===== src/rtl/wb_chk_sat_cnt.sv =====
// Saturating up-counter with clear (clear wins over increment).
// Ports: clk_i, async_rst_i, clr_i, inc_i in; cnt_o count, hit_o high when
// this increment lands on MAX.
module wb_chk_sat_cnt #(
  parameter int               WIDTH = 8,
  parameter logic [WIDTH-1:0] MAX   = '1
) (
  input  logic             clk_i,
  input  logic             async_rst_i,
  input  logic             clr_i,
  input  logic             inc_i,
  output logic [WIDTH-1:0] cnt_o,
  output logic             hit_o
);

  logic [WIDTH-1:0] cnt_q;
  logic [WIDTH-1:0] cnt_d;

  always_comb begin
    cnt_d = cnt_q;
    if (clr_i) begin
      cnt_d = '0;
    end else if (inc_i && (cnt_q != MAX)) begin
      cnt_d = cnt_q + 1'b1;
    end
  end

  always_ff @(posedge clk_i or posedge async_rst_i) begin
    if (async_rst_i) begin
      cnt_q <= '0;
    end else begin
      cnt_q <= cnt_d;
    end
  end

  assign cnt_o = cnt_q;
  assign hit_o = inc_i && (cnt_q == MAX - 1'b1);

endmodule


===== config.mk =====
export PLATFORM = sky130hd
export DESIGN_NAME = wb_chk_sat_cnt
export DESIGN_NICKNAME = d
export VERILOG_FILES = /design/src/rtl/wb_chk_sat_cnt.sv
export SDC_FILE = /design/constraint.sdc
export NUM_CORES = 1
export LEC_CHECK = 0
export CAP_MARGIN = 30
export CORE_MARGIN = 10
export CORE_UTILIZATION = 23
export CTS_CLUSTER_DIAMETER = 40
export DETAILED_ROUTE_END_ITERATION = 6
export SYNTH_ARGS = -nofsm -noshare
export SYNTH_HDL_FRONTEND = slang
export SYNTH_SLANG_ARGS = --single-unit

===== constraint.sdc =====
create_clock -name clk_i -period 1.5 [get_ports clk_i]
set_clock_uncertainty 0.1 [all_clocks]
set_input_delay 0.15 -clock clk_i [delete_from_list [all_inputs] [get_ports clk_i]]
set_output_delay 0.15 -clock clk_i [all_outputs]
set_load 0.02 [all_outputs]

Yosys cells after proc, flatten, opt, wreduce, memory -nomap -nowiden
Index checks and enable logic that the tools add are counted.

Output and inout bits: 9. Latch bits: 0. Bits in registers: 8. Memory bits (read-only): 0. Memories: 0. Logic and storage cells: 9. Bits of input ports: 4. RAM bits: 0.

Shift operators: 0. Div/mod/pow operators: 0. Mux-type cells: 2. Add/subtract/negate cells: 1. Bitwise logic cells: 0. Order comparisons: 0. Multiply operators: 0. Reduce and logical (&&, ||, !) cells: 3. Equal/unequal tests: 2.

Operators with widths (count): two-way mux 8 bit (2); adder 8 x 1 -> 8 bit, second input constant (1); == test 8 bit, second input constant (1); != test 8 bit, second input constant (1); logical AND 1 bit (2); nonzero test 2 bit (1).

Longest topological paths before layout
Gate-level depths: netlist (run 1).

Depth after elaboration: 4. Gate-level depth with buffers: 5.

Least setup slack after synthesis (run 1)
Ideal clock, no wire load.

Path kind: reg2reg. Start: register cnt_q[1], in the netlist cnt_o[1]. End: register cnt_q[1], in the netlist cnt_o[1]. Setup slack: -0.063 ns. Data required time: 1.271 ns. Path buffers: 0. Data arrival time: 1.335 ns. Library setup time: 0.129 ns. Period minus slack after synthesis: 1.563 ns. Cell stages (with the launch flop): 6. Cells stage by stage: dfrtp_1 ha_1 nand4_1 o21ai_1 mux2i_1 nor2_1.

Word-level cells in the longest chain between the ends: 3.

RTL lines: start: declaration (line 16) `logic [WIDTH-1:0] cnt_q;`; start signal: assignment (line 32) `cnt_q <= cnt_d;`; adder 8 x 1 -> 8 bit / != test 8 bit (equally long branches) (line 24, 23); two-way mux 8 bit / logical AND 1 bit (equally long branches) (line 23) `end else if (inc_i && (cnt_q != MAX)) begin`; two-way mux 8 bit / nonzero test 2 bit (equally long branches).

Parallel ways exist; a longest one is shown, timed or not. The select of a mux whose other input is x is not followed. A chain may end at the register's enable or synchronous reset.

Worst setup path after layout (run 1)
Start: register cnt_q[0], in the netlist cnt_o[0]. End: register cnt_q[5], in the netlist cnt_o[5].

The elaborated chain is that of the path after synthesis.

==> results.md, run 1 <==
- Status: finished, violations left
- Failing checks: setup timing
- Initial antenna violation count: 0
- Slowest-stage cell, CP: dfrtp_2
- Part of the power in registers: 48.0%
- DRC: 0
- Syn Area/Cell: 8.859 um2
- Initial core utilization: between 20% and 30%
- Combinational power share: 16.5%
- Synthesized cell area: roughly 440 um2
- Core Rows: 15
- TNS Setup: -0.006417 ns
- Min-delay worst type: primary input to asynchronous set/reset pin
- Synth warn: 0
- Rel. slew slack: just under 80%
- Worst-Margin Slew: 0.3267 ns
- Synthesis-to-finish area growth: 66.95%
- Via density per instance: 4.602
- Seq cells post-synth: 8
- Detailed-route via count: about 470
- Top-Level Pins: 13
- RSZ-0062 raised after global routing: true
- Pins over their slew limit: 0
- Clk buf depth: 2
- Iteration-0 DRC Markers: 18
- Fin crit share: 100.4%
- Max IR drop VDD: 0.3278 mV
- Gpl congestion: 0.7732
- Ant. Diodes: 0
- Worst path bufs/invs: 1
- Chip Height: 63.89 um
- Switching share of power: roughly a quarter
- Commonest non-fill, non-tap cells in the layout: 14 x buf_4, 8 x dlygate4sd2_1, 7 x nor2_1
- Maximum clock frequency: 0.6638 GHz
- Total CTS buffers: 3
- Final nets: 86
- P_int: 0.3539 mW
- Commonest non-fill, non-tap cell in the layout: buf_4
- Wirelength, routed: 1379 um
- Clock Latency Late Sink: 0.25 ns
- Sw Pwr: 0.1229 mW
- Worst path max stage delay: 0.40 ns
- WL/cell: approximately 13 um
- Period minus WS final: 1.506 ns
- Largest net degree at the start of global routing: 9
- Synthesized instance count: 50
- Asr flop ratio synth: 100.0%
- Kind of critical path: flip-flop to flip-flop
- Syn_nets: between 50 and 60
- Kind of end point of the critical path: flip-flop
- Vias in the first global route: 478
- Util after Layout: 41.47%
- CTS tree: done
- Clock power share: 35.5%
- Die ar.: 0.004081 mm2
- Post-synth EDFFs: 0
- Post-synth top flop: dfrtp_1
- First-pass GRT wire length: 2256 um
- Worst path cell trace: buf_6 -> ha_4 -> nand4_1 -> nor2_2 -> or3_1 -> a21oi_1
- DRT antenna net count: 0
- Final setup viols: 1
- Leak Pwr: approximately 0.37 nW
- Pre-antenna DRT Iters: 4
- Core ar.: roughly 0.0018 mm2
- CP Launch Type: flip-flop
- Peak fanout along the critical path: 4
- Crit path DAT: between 1.5 and 2 ns
- Fraction of layout cells with a size suffix above 1: 33.33%
- GRT Total Usage: 7.042%
- Max reg flops: 8
- Unique masters post-synth: 21
- I/O Buffers: 12
- CP required: 1.57 ns
- Pwr dens: 644.7 mW/mm2
- CTS clk-pin slew, worst paths: 0.06 ns
- Setup ws final: -0.006417 ns
- Root Driver: clkbuf_4
- Cell family with the largest share of critical-path delay: simple AND/OR/NAND/NOR gates
- CTS H-tree depth: 1
- Post-Place Setup Slack: -0.1918 ns
- Final Hold Fails: 0
- CTS sink cnt: 8
- Die X-Extent: 63.89 um
- Max Cap Viol: 0
- Register area share after synthesis: 45.20%
- Post-DP HPWL: 1032 um
- Gr ovfl total: 0
-- power by group through the flow --
| stage | clock network, mW | logic (mW) | registers, mW |
|---|---|---|---|
| 2_1_floorplan | 0 | 0.0241 | 0.240 |
| 3_3_place_gp | 0 | 0.0715 | 0.231 |
| 3_5_place_dp | 0 | 0.0743 | 0.231 |
| 4_1_cts | 0.177 | 0.0743 | 0.228 |
| 5_1_grt | 0.192 | 0.0866 | 0.230 |
| 6_report | 0.169 | 0.0785 | 0.229 |
-- final cells by class --
cell class | count | area, um2
flip-flops and latches | 8 | 202.7
well taps | 25 | 31.28
clock buffers | 3 | 22.52
repair buffers | 26 | 216.5
multi-input cells | 38 | 255.2
fillers | 191 | 1044
inverters | 3 | 11.26
-- final timing paths --
kind	startpoint	end	slack [ns]	cells after the start
min	async_rst_i	cnt_o[4]	0.06	2
max	cnt_o[0]	cnt_o[5]	-0.006	6
max in group asynchronous	async_rst_i	cnt_o[0]	0.98	2
min in group clk_i	inc_i	cnt_o[2]	0.51	3
min reg2reg	cnt_o[0]	cnt_o[0]	0.53	3
max reg2reg	cnt_o[0]	cnt_o[5]	-0.006	6
-- cell families (layout without fill, tap and decap cells) --
| kind of cell | count (synthesis) | count (layout) | synth area share [%] |
|---|---|---|---|
| xor gates and xnor gates | 1 | 1 | 1.978 |
| buffers and inverters | 4 | 32 | 3.389 |
| AOI/OAI and AO/OA | 8 | 8 | 11.02 |
| DFF | 8 | 8 | 45.20 |
| adders and majority gates | 2 | 2 | 5.649 |
| muxes | 1 | 1 | 2.260 |
| and+or+nand+nor | 26 | 26 | 30.51 |
-- through the flow --
| stage | hold WS [ns] | power, mW | std cells | area (um2) |
|---|---|---|---|---|
| after global routing | 0.08756 | 0.5086 | 103 | 739.5 |
| after floorplan | -0.1345 | 0.2639 | 50 | 447.9 |
| after CTS | 0.06261 | 0.4801 | 100 | 708.2 |
| final | 0.05558 | 0.4768 | 103 | 739.5 |
| after detailed placement | 0.3325 | 0.3052 | 97 | 678.2 |
| after global placement | 0.3298 | 0.3021 | 97 | 678.2 |
-- synthesized netlist by cell type (all sizes together), types with 2 or more instances --
cell   count  area [um2]
inv        3       11.26
o21ai      3       15.01
nor2       9       33.78
nand3      5       25.02
and4       2       17.52
ha         2       25.02
nor3       3       15.01
nand4      2       12.51
dfrtp      8       200.2
a21oi      2       10.01
and3       2       12.51
-- per-layer routing --
metal	global-route usage, %	wire length (um)	vias up
met2	11.07	652	10
met5	0	0	-
met4	4.098	0	0
met1	7.283	637	225
met3	3.833	89	0
li1	-	-	239
-- what timing repair did --
item	in CTS	in global routing
buffers inserted	0	3
gates resized for setup	17	2
hold buffers	0	0
endpoints found under the hold margin	0	0
pin swaps	2	2
cloned	0	0
endpoints found under the setup margin	12	4
No activity file was read; power rests on OpenSTA's default activity.
==> run 2, diff against run 1 <==
--- a/config.mk
+++ b/config.mk
@@ -5,7 +5,6 @@
 export SDC_FILE = /design/constraint.sdc
 export NUM_CORES = 1
 export LEC_CHECK = 0
-export CAP_MARGIN = 30
 export CORE_MARGIN = 10
 export CORE_UTILIZATION = 23
 export CTS_CLUSTER_DIAMETER = 40
==> results of run 2 <==
No change in the layout: final DEF, timing and power equal those of run 1.
==> run 3, diff against run 2 <==
--- a/config.mk
+++ b/config.mk
@@ -9,6 +9,7 @@
 export CORE_UTILIZATION = 23
 export CTS_CLUSTER_DIAMETER = 40
 export DETAILED_ROUTE_END_ITERATION = 6
+export HOLD_SLACK_MARGIN = 0.1
 export SYNTH_ARGS = -nofsm -noshare
 export SYNTH_HDL_FRONTEND = slang
 export SYNTH_SLANG_ARGS = --single-unit
==> results.md, run 3 (synthesis results as in run 1) <==
- Status: finished, violations left (unchanged)
- Failing checks: setup timing (unchanged)
- Vias in the first global route: 481 (was 478)
- GRT Total Usage: 7.042% (unchanged)
- Chip Height: 63.89 um (unchanged)
- DP Cell Count: 97 (unchanged)
- Die X-Extent: 63.89 um (unchanged)
- Post-DP HPWL: 1032 um (unchanged)
- Reg2Reg Setup Slack: -0.006 ns (about the same)
- Slowest-stage cell, CP: dfrtp_2 (unchanged)
- DRC: 0 (unchanged)
- Clock Latency Late Sink: 0.25 ns (about the same)
- Kind of end point of the critical path: flip-flop (unchanged)
- Pre-antenna DRT Iters: 4 (unchanged)
- Sw Pwr: 0.1233 mW (was 0.1229 mW)
- Cell family with the largest share of critical-path delay: simple AND/OR/NAND/NOR gates (unchanged)
- Crit path DAT: 1.58 ns (about the same)
- Max Cap Viol: 0 (unchanged)
- Via density per instance: 4.615 (was 4.602)
- Rel. slew slack: 78.20% (about the same)
- DRT antenna net count: 0 (unchanged)
- Iteration-0 DRC Markers: 16 (was 18)
- Kind of critical path: flip-flop to flip-flop (unchanged)
- CTS sink cnt: 8 (unchanged)
- Reg2Reg Depth: 6 (unchanged)
- Pwr dens: 638.9 mW/mm2 (was 644.7 mW/mm2)
- Worst path bufs/invs: 1 (unchanged)
- Core ar.: 0.001783 mm2 (unchanged)
- CTS clk-pin slew, worst paths: 0.06 ns (about the same)
- Fin crit share: 100.4% (unchanged)
- Commonest non-fill, non-tap cell in the layout: buf_4 (unchanged)
- Min-delay worst type: primary input to flip-flop (was primary input to asynchronous set/reset pin)
- Initial antenna violation count: 0 (unchanged)
- Clk buf depth: 2 (unchanged)
- Worst path cell trace: buf_6 -> ha_4 -> nand4_1 -> nor2_2 -> or3_1 -> a21oi_1 (unchanged)
- Core Rows: 15 (unchanged)
- Register Area: 202.7 um2 (unchanged)
- Top-Level Pins: 13 (unchanged)
- Maximum clock frequency: 0.6638 GHz (unchanged)
- Synthesis-to-finish area growth: 69.21% (was 66.95%)
- Final nets: 87 (was 86)
- Setup ws final: -0.006417 ns (unchanged)
- Gr ovfl total: 0 (unchanged)
- Leak Pwr: 0.3706 nW (was 0.3664 nW)
- Clock power share: 35.4% (was 35.5%)
- Multi-input gate area: 255.2 um2 (unchanged)
- Critical path depth: 6 (unchanged)
- Initial core utilization: 24.84% (unchanged)
- I/O Buffers: 12 (unchanged)
- CP required: 1.57 ns (about the same)
- Detailed-route via count: 480 (was 474)
- Max IR drop VDD: 0.3279 mV (was 0.3278 mV)
- Final setup viols: 1 (unchanged)
- Die ar.: 0.004081 mm2 (unchanged)
- Ant. Diodes: 0 (unchanged)
- Wirelength, routed: 1385 um (was 1379 um)
- Pins over their slew limit: 0 (unchanged)
- WL/cell: 13.32 um (was 13.39 um)
- Total CTS buffers: 3 (unchanged)
- Worst-Margin Slew: 0.3266 ns (was 0.3267 ns)
- Final Hold Fails: 0 (unchanged)
- Commonest non-fill, non-tap cells in the layout: 14 x buf_4, 8 x dlygate4sd2_1, 7 x nor2_1 (unchanged)
- Fin cells: 104 (was 103)
- Part of the power in registers: 47.8% (was 48.0%)
- Switching share of power: 25.74% (was 25.77%)
- Period minus WS final: 1.506 ns (unchanged)
- Combinational power share: 16.8% (was 16.5%)
- Tot Pwr: 0.4788 mW (was 0.4768 mW)
- First-pass GRT wire length: 2263 um (was 2256 um)
- CTS tree: done (unchanged)
- RSZ-0062 raised after global routing: true (unchanged)
- Worst path max stage delay: 0.40 ns (about the same)
- Max reg flops: 8 (unchanged)
- Peak fanout along the critical path: 4 (unchanged)
- Largest net degree at the start of global routing: 9 (unchanged)
- P_int: 0.3556 mW (was 0.3539 mW)
- CP Launch Type: flip-flop (unchanged)
- Final-layout fill cell count: 187 (was 191)
- Root Driver: clkbuf_4 (unchanged)
- Hold path depth: 3
- Fraction of layout cells with a size suffix above 1: 32.91% (was 33.33%)
- Gpl congestion: 0.7732 (unchanged)
- CTS H-tree depth: 1 (unchanged)
-- run 3: cell count changes in the layout (fill, tap and decap cells not counted) --
cell / before / now
dlygate4sd3_1: 0 / 1
-- run 3: path summary, 6_finish.rpt --
check,startpoint,to
worst max-delay path,cnt_o[0],cnt_o[5]
worst max register to register,cnt_o[0],cnt_o[5]
min in group asynchronous,async_rst_i,cnt_o[4]
worst min-delay path,inc_i,cnt_o[2]
worst min register to register,cnt_o[0],cnt_o[0]
max in group asynchronous,async_rst_i,cnt_o[0]
-- run 3: per-stage QoR --
stage	hold WS (ns)	TNS, ns	cell area, um2	utilization (%)	setup WS, ns
2_1_floorplan	-0.1345	0	447.9	-	0.02944
3_3_place_gp	0.3298	-0.6276	678.2	38.04	-0.2061
3_5_place_dp	0.3325	-0.6955	678.2	38.04	-0.1918
4_1_cts	0.4957	-0.008894	718.2	40.28	-0.008894
5_1_grt	0.5545	-0.1063	749.5	42.04	-0.06280
6_report	0.5077	-0.006417	749.5	42.04	-0.006417
-- run 3: cell type report --
type                    count  share of cell area, %
clock buffers               3                  3.005
inverters                   3                  1.503
multi-input cells          38                  34.06
flip-flops and latches      8                  27.05
well taps                  25                  4.174
repair buffers             27                  30.22
-- run 3: per-layer routing --
metal / wire [um] / up-vias / track usage (%) / part of all wire [%]
met3: 89 / 0 / 3.833 / 6.4
met4: 0 / 0 / 4.098 / 0
met1: 640 / 229 / 7.283 / 46
li1: - / 241 / - / -
met2: 655 / 10 / 11.07 / 47
met5: 0 / - / 0 / 0
-- run 3: worst register-to-register path: cells and delay by family, from the launching register on --
| family | cells | cell delay, ns |
|---|---|---|
| fa+ha+maj | 1 | 0.16 |
| buf+inv | 1 | 0.12 |
| simple gates | 3 | 0.52 |
| compound gates | 1 | 0.13 |
| flops | 1 | 0.40 |
-- run 3: what timing repair did --
action                                 in CTS  in global routing
hold buffers                                1                  0
endpoints found under the hold margin       8                  0
setup buffers                               0                  3
setup endpoints to repair                  12                  4
pin swaps                                   2                  2
gates resized for setup                    17                  2
-- run 3: power by group through the flow --
stage	clock, mW	sequential [mW]	combinational [mW]
global placement	0	0.231	0.0715
global route	0.192	0.230	0.0888
CTS	0.177	0.228	0.0763
detailed placement	0	0.231	0.0743
floorplan	0	0.240	0.0241
finish	0.169	0.229	0.0806
